[src/rtl/xor_gate.sv]
// Bit-serial XOR cipher stage: combinational a^b plus an accept-driven word assembler
// with group/word completion pulses. Optional parity output under XOR_GATE_PARITY_EN.
module xor_gate #(
  parameter int WORD_BITS  = 64,
  parameter int GROUP_BITS = 8
) (
  input  logic                         clk,
  input  logic                         rst,
  input  logic                         a,
  input  logic                         b,
  input  logic                         in_valid,
  input  logic                         clear,
  output logic                         out,
  output logic                         out_q,
  output logic [WORD_BITS-1:0]         word_q,
  output logic [$clog2(WORD_BITS)-1:0] bit_cnt,
  output logic                         group_done,
`ifdef XOR_GATE_PARITY_EN
  output logic                         parity_q,
`endif
  output logic                         word_done
);

  localparam int CNT_W = $clog2(WORD_BITS);
  localparam int GRP_W = (GROUP_BITS > 1) ? $clog2(GROUP_BITS) : 1;
  localparam logic [CNT_W-1:0] CNT_LAST   = CNT_W'(WORD_BITS - 1);
  localparam logic [GRP_W-1:0] GRP_RELOAD = GRP_W'(GROUP_BITS - 1);

  // Bits remaining in the current group; terminal count marks the group's final bit.
  // Words are whole multiples of groups, so this stays aligned across word wrap.
  logic [GRP_W-1:0] grp_left;
  logic             grp_tc;
  logic             word_last;
  logic             bit_x;

  assign bit_x     = a ^ b;
  assign out       = bit_x;
  assign grp_tc    = (grp_left == '0);
  assign word_last = (bit_cnt == CNT_LAST);

  always_ff @(posedge clk or posedge rst) begin
    if (rst) begin
      out_q      <= 1'b0;
      word_q     <= '0;
      bit_cnt    <= '0;
      grp_left   <= GRP_RELOAD;
      group_done <= 1'b0;
      word_done  <= 1'b0;
    end else if (clear) begin
      out_q      <= 1'b0;
      word_q     <= '0;
      bit_cnt    <= '0;
      grp_left   <= GRP_RELOAD;
      group_done <= 1'b0;
      word_done  <= 1'b0;
    end else if (in_valid) begin
      out_q      <= bit_x;
      word_q     <= {word_q[WORD_BITS-2:0], bit_x};
      bit_cnt    <= word_last ? '0 : bit_cnt + CNT_W'(1);
      grp_left   <= grp_tc ? GRP_RELOAD : grp_left - GRP_W'(1);
      group_done <= grp_tc;
      word_done  <= word_last;
    end else begin
      group_done <= 1'b0;
      word_done  <= 1'b0;
    end
  end

`ifdef XOR_GATE_PARITY_EN
  // Running parity restarts on the first bit of each word and holds between accepts.
  always_ff @(posedge clk or posedge rst) begin
    if (rst) begin
      parity_q <= 1'b0;
    end else if (clear) begin
      parity_q <= 1'b0;
    end else if (in_valid) begin
      parity_q <= ((bit_cnt == '0) ? 1'b0 : parity_q) ^ bit_x;
    end
  end
`endif

endmodule

[config.mk]
export PLATFORM = sky130hd
export DESIGN_NAME = xor_gate
export DESIGN_NICKNAME = d
export VERILOG_FILES = /design/src/rtl/xor_gate.sv
export SDC_FILE = /design/constraint.sdc
export NUM_CORES = 1
export LEC_CHECK = 0
export BUFFER_PORTS_ARGS = -buffer_cell sky130_fd_sc_hd__buf_2
export CORE_ASPECT_RATIO = 2
export CORE_UTILIZATION = 45
export CTS_CLUSTER_SIZE = 12
export DETAILED_ROUTE_END_ITERATION = 7
export GPL_ROUTABILITY_DRIVEN = 0
export HOLD_SLACK_MARGIN = 0.03
export PLACE_DENSITY = 0.69
export SKIP_CTS_REPAIR_TIMING = 1
export SLEW_MARGIN = 30
export SYNTH_ARGS = -nofsm -noshare
export SYNTH_HDL_FRONTEND = slang
export SYNTH_SLANG_ARGS = --single-unit
export TNS_END_PERCENT = 30
[constraint.sdc]
create_clock -name clk -period 5.1 [get_ports clk]
set_input_delay 0.255 -clock clk [delete_from_list [all_inputs] [get_ports clk]]
set_output_delay 0.255 -clock clk [all_outputs]
set_load 0.1 [all_outputs]
==> run_results.csv, run 1 <==
group,metric,value,unit
critical_path,crit_path_end_kind,"flip-flop",
sta,rsz0062_at_grt,"no",
synthesis,synth.top_cell.area_share,0.575,
sta,period_minus_slack,1.54,ns
die,start_util,0.470,
finish,drive_gt1_frac,0.293,
finish,final_area,3870,um^2
placed_design,pre_cts_ws,3.24,ns
finish,regArea,1880,um^2
finish,area_growth,23.5,%
sta,setup_viol,0,
critical_path,path_cells,"buf_4, buf_4, mux2i_1, nor2_1",
grt,grt_max_degree,76,
synthesis,seq_area_frac_synth,0.600,
grt,grt_pass1_vias,2158,
synthesis,synthAdderAreaFrac,0.0120,
drt,postRouteAntennaNets,0,
synthesis,synth_compound_area_frac,0.0184,
die,die_w,61.0,um
power,p_leak,0.00221,uW
drt,firstDrtPassIters,4,
die,dieHeight,120,um
drt,wl,5670,um
finish,fillCellCount,582,
clocking,clk_pin_slew,0.05,ns
critical_path,cpMostUsedCell,"buf_4",
power,power.density,339,nW/um^2
die,dieArea,7320,um^2
drt,routedWlPerCell,13.1,um
synthesis,synth.most_common_cell,"dfrtp_1",
drt,drt_iter0_drc,123,
synthesis,synth-simple-area-share,0.118,
drt,drc,0,
synthesis,synth_top_family_by_area,"multiplexers",
critical_path,r2r_start,"grp_left[0]$_DFFE_PP1P_",
clocking,cts_tree,"done",
die,io-pin-count,80,
finish,antennaDiodeCount,0,
finish,multi_input_area,1150,um^2
clocking,cts.sinks,75,
grt,grt-ovfl-total,0,
clocking,clock_path_buffers,2,
clocking,clock_latency,0.32,ns
finish,fin_nets,350,
synthesis,synth-xor-area-share,0.0112,
sta,fmax,651,MHz
clocking,htreeDepth,3,
synthesis,synthCells,266,
synthesis,synth_area_leaders,"dfrtp_1, mux2i_1, nor2_1",
critical_path,worstPathMaxFanout,40,
critical_path,cpMaxStageDelayCell,"buf_4",
worst_hold_path,worstHoldPathType,"in2async",
die,coreArea,6670,um^2
sta,hold_viol,0,
synthesis,yosysTopAreaCell,"dfrtp_1",
sta,layout_setup_ws,3.56,ns
die,rows,42,
placed_design,placed_cell_area,3570,um^2
synthesis,synth_area,3130,um^2
outcome,outcome,"finished clean",
run,drv_cap,0,
placed_design,port_buffers,79,
synthesis,synth_commonest_cells,"dfrtp_1, nor2_1, mux2i_1",
critical_path,path_buf_inv,2,
placed_design,place_hpwl,3670,um
sta,final_max_slew_viol_count,0,
sta,clock_skew,0.00663,ns
critical_path,critPathRequiredTime,5.28,ns
clocking,cts_root_buffer,"clkbuf_16",
synthesis,synth_ff_type,"dfrtp_1",
synthesis,synth_edf_count,0,
grt,grt_pass1_wl,9630,um
critical_path,max_stage_delay,0.63,ns
synthesis,async_flop_share,1.00,
synthesis,avgSynthCellArea,11.8,um^2
critical_path,arrival,1.71,ns
synthesis,syn_nets,275,
critical_path,crit_family,"buffers and inverters",
drt,vias,2134,
synthesis,synthMuxAreaShare,0.208,
sta,tightest_slew,0.733,ns
sta,min_period_over_period,0.301,
critical_path,worstSetupStartpointType,"input pin",
synthesis,yosys_warnings,0,
grt,grt_antenna_before_repair,0,
clocking,cts_buffers,9,
drt,via_per_inst,4.93,
synthesis,ys_ff_latch,75,
power,ir_drop,0.261,mV
synthesis,synth.distinct_cells,25,
grt,grtUsageTotal,0.176,
critical_path,cp-startpoint,"in_valid",
sta,finalSetupTns,0,ns
sta,relSlewSlack,0.512,
critical_path,criticalPathCategory,"in2reg",
## per-layer routing
metal | vias up | part of all wire | GRT usage
met5 | - | 0 | 0
met4 | 0 | 0.017 | 0.0852
met3 | 7 | 0.029 | 0.0323
met2 | 48 | 0.54 | 0.284
met1 | 1045 | 0.42 | 0.219
li1 | 1034 | - | -
## path summary, 6_finish.rpt
path	to	slack, ns	cells past startpoint
worst max-delay path	word_q[20]$_DFFE_PP0P_	3.56	4
worst min-delay path	word_q[15]$_DFFE_PP0P_	0.08	3
worst max register to register	grp_left[1]$_DFFE_PP1P_	3.73	5
worst min register to register	word_q[63]$_DFFE_PP0P_	0.52	2
max in group asynchronous	word_q[19]$_DFFE_PP0P_	4.53	3
min in group clk	word_q[0]$_DFFE_PP0P_	0.31	4
## cell type report
type / instances / share of cell area
Inverter: 3 / 0.00291
Sequential cell: 75 / 0.486
Clock buffer: 13 / 0.0672
Multi-Input combinational cell: 170 / 0.297
Clock inverter: 2 / 0.00905
Tap cell: 88 / 0.0284
Timing Repair Buffer: 82 / 0.110
## power by group
part / switching [uW] / internal [uW]
clock network: 208 / 402
registers: 4.43 / 601
logic: 74.4 / 22.2
## layout by cell type, fill, tap and decap left out, types with 3 or more instances in the layout
cell       netlist  layout
buf_2            5      78
buf_4            5       3
clkbuf_16        0       9
dfrtp_1         72      72
dfstp_2          3       3
ha_1             3       3
mux2i_1         65      65
nand2_1          3       3
nand2b_1         4       4
nand3_1          5       5
nor2_1          71      71
xor2_1           4       4
## registers in the layout, summed over array words and instances, names as in the netlist
name / count
word_q: 64
bit_cnt: 6
grp_left: 3
group_done: 1
word_done: 1
## cell families (layout without fill, tap and decap cells)
kind of cell,after synthesis,in the layout
compound gates,8,8
fa+ha+maj,3,3
mux,65,65
xor+xnor,4,4
simple gates,90,90
flops,75,75
buf+inv,21,100
## worst reg2reg max path: stages, from the launching register on
cell and delay [ns]:
dfstp_2 0.53, inv_1 0.06, ha_1 0.21, nand2b_1 0.12, a31oi_1 0.09, or2_2 0.29
## through the flow
| stage | cells | power, uW | utilization | hold slack (ns) |
|---|---|---|---|---|
| 2_1_floorplan | 266 | 699 | - | 0.436 |
| 3_3_place_gp | 418 | 713 | 0.535 | 0.498 |
| 3_5_place_dp | 418 | 713 | 0.535 | 0.505 |
| 4_1_cts | 433 | 1330 | 0.579 | 0.249 |
| 5_1_grt | 433 | 1360 | 0.580 | 0.185 |
| 6_report | 433 | 1310 | 0.580 | 0.0799 |
No activity file was read; power rests on OpenSTA's default activity.
==> run 2: changes to the inputs <==
--- a/config.mk
+++ b/config.mk
@@ -12,7 +12,7 @@
 export DETAILED_ROUTE_END_ITERATION = 7
 export GPL_ROUTABILITY_DRIVEN = 0
 export HOLD_SLACK_MARGIN = 0.03
-export PLACE_DENSITY = 0.69
+export PLACE_DENSITY = 0.72
 export SKIP_CTS_REPAIR_TIMING = 1
 export SLEW_MARGIN = 30
 export SYNTH_ARGS = -nofsm -noshare
==> constraint.sdc (replaced) <==
create_clock -name clk -period 1.3 [get_ports clk]
set_input_delay 0.065 -clock clk [delete_from_list [all_inputs] [get_ports clk]]
set_output_delay 0.065 -clock clk [all_outputs]
set_load 0.1 [all_outputs]
==> run_results.csv, run 2 (synthesis results as in run 1) <==
group,metric,value,unit
outcome,outcome,"finished clean",
finish,largest_reg_flops,64,
finish,final_cell_mix,"buf_2, nor2_1, dfrtp_1, mux2i_1, clkbuf_16",
drt,firstDrtPassIters,4,
power,total_power,5320,uW
drt,drt_iter0_drc,113,
critical_path,critPathRequiredTime,1.55,ns
critical_path,cpMaxStageDelayCell,"dfstp_2",
critical_path,rr_worst_depth,6,
finish,fin_nets,356,
power,power.density,1320,nW/um^2
sta,rsz0062_at_grt,"yes",
critical_path,criticalPathCategory,"reg2reg",
placed_design,placed_cell_area,3670,um^2
critical_path,path_cells,"inv_1, ha_4, nand2b_4, buf_4, and3_4, o21bai_1",
critical_path,r2r_slack,0.05,ns
drt,via_per_inst,4.98,
placed_design,port_buffers,79,
finish,final_core_util,0.605,
clocking,clk_pin_slew,0.05,ns
finish,largestRegisters,"word_q x64, bit_cnt x6, grp_left x3",
die,start_util,0.470,
worst_hold_path,worstHoldPathType,"in2reg",
finish,drive_gt1_frac,0.324,
finish,final_area,4040,um^2
die,io-pin-count,80,
clocking,cts_root_buffer,"clkbuf_16",
grt,grtUsageTotal,0.171,
critical_path,crit_path_end_kind,"flip-flop",
critical_path,reg2reg_to,"grp_left[0]$_DFFE_PP1P_",
clocking,cts_buffers,9,
critical_path,max_stage_delay,0.52,ns
placed_design,place_hpwl,3900,um
sta,hold_ws,0.137,ns
drt,vias,2189,
run,drv_cap,0,
die,dieArea,7320,um^2
sta,fmax,802,MHz
grt,grt_pass1_wl,9230,um
drt,drc,0,
die,rows,42,
drt,postRouteAntennaNets,0,
clocking,cts_tree,"done",
worst_hold_path,hold_path_startpoint,"a",
grt,grt_max_degree,75,
critical_path,worstSetupStartpointType,"flip-flop",
clocking,clock_latency,0.33,ns
sta,period_minus_slack,1.25,ns
finish,top_register,"word_q",
sta,min_period_over_period,0.959,
finish,antennaDiodeCount,0,
clocking,clock_path_buffers,2,
die,die_w,61.0,um
grt,grt-ovfl-total,0,
sta,relSlewSlack,0.669,
critical_path,r2r_start,"grp_left[0]$_DFFE_PP1P_",
finish,fillCellCount,569,
sta,hold_viol,0,
finish,area_growth,28.9,%
clocking,htreeDepth,3,
die,coreArea,6670,um^2
power,p_leak,0.00226,uW
critical_path,arrival,1.50,ns
sta,tightest_slew,0.500,ns
critical_path,critPathCapture,"grp_left[0]$_DFFE_PP1P_",
placed_design,placed_cells,422,
sta,clock_skew,0.00468,ns
drt,wl,5920,um
clocking,cts.sinks,75,
finish,layout_commonest_cell,"buf_2",
critical_path,worstPathMaxFanout,2,
grt,grt_antenna_before_repair,0,
finish,instances_no_fill,440,
power,ir_drop,1.10,mV
sta,final_max_slew_viol_count,0,
drt,routedWlPerCell,13.4,um
sta,setup_viol,0,
grt,grt_pass1_vias,2086,
critical_path,cp-startpoint,"grp_left[0]$_DFFE_PP1P_",
die,dieHeight,120,um
[run 2: critical path, delay by kind of cell, from the launching register on]
family / cells / cell delay (ns)
flip-flops: 1 / 0.52
AND/OR/NAND/NOR: 2 / 0.23
buffers and inverters: 2 / 0.18
adder cells (fa/ha/maj): 1 / 0.18
AO/OA/AOI/OAI: 1 / 0.07
[run 2: worst min-delay path by stage]
stage	to	slack (ns)	depth (start not counted)
floorplan	word_done$_DFF_PP0_	0.25	2
global placement	word_q[6]$_DFFE_PP0P_	0.18	3
detailed placement	word_q[7]$_DFFE_PP0P_	0.19	3
CTS	word_q[7]$_DFFE_PP0P_	-0.17	3
global route	word_q[0]$_DFFE_PP0P_	0.14	4
finish	word_q[0]$_DFFE_PP0P_	0.14	4
[run 2: per-layer routing]
layer / vias to the layer above / GRT usage / routed length, um
met5: - / 0 / 0
met4: 0 / 0.0824 / 121
met3: 11 / 0.0528 / 261
met2: 59 / 0.286 / 3080
met1: 1072 / 0.190 / 2450
li1: 1047 / - / -
[run 2: cell type report]
cell class / count / area, um^2 / area share
well taps: 88 / 110 / 0.0273
repair buffers: 88 / 541 / 0.134
multi-input cells: 170 / 1180 / 0.292
clock inverters: 4 / 47.5 / 0.0118
inverters: 3 / 15.0 / 0.00372
flip-flops and latches: 75 / 1880 / 0.466
clock buffers: 12 / 267 / 0.0660
[run 2: through the flow]
step	setup slack (ns)	TNS, ns
floorplan	-0.620	-4.10
global placement	0.0168	0
detailed placement	-0.0514	-0.0693
CTS	-0.0645	-0.105
global route	0.00215	0
finish	0.0531	0
[run 2: power breakdown]
| part | leakage (uW) | internal [uW] | total, uW | switching (uW) |
|---|---|---|---|---|
| clock network | 0.000155 | 1630 | 2530 | 891 |
| logic | 0.00108 | 119 | 425 | 306 |
| registers | 0.00103 | 2360 | 2370 | 17.3 |
| total | 0.00226 | 4110 | 5320 | 1210 |
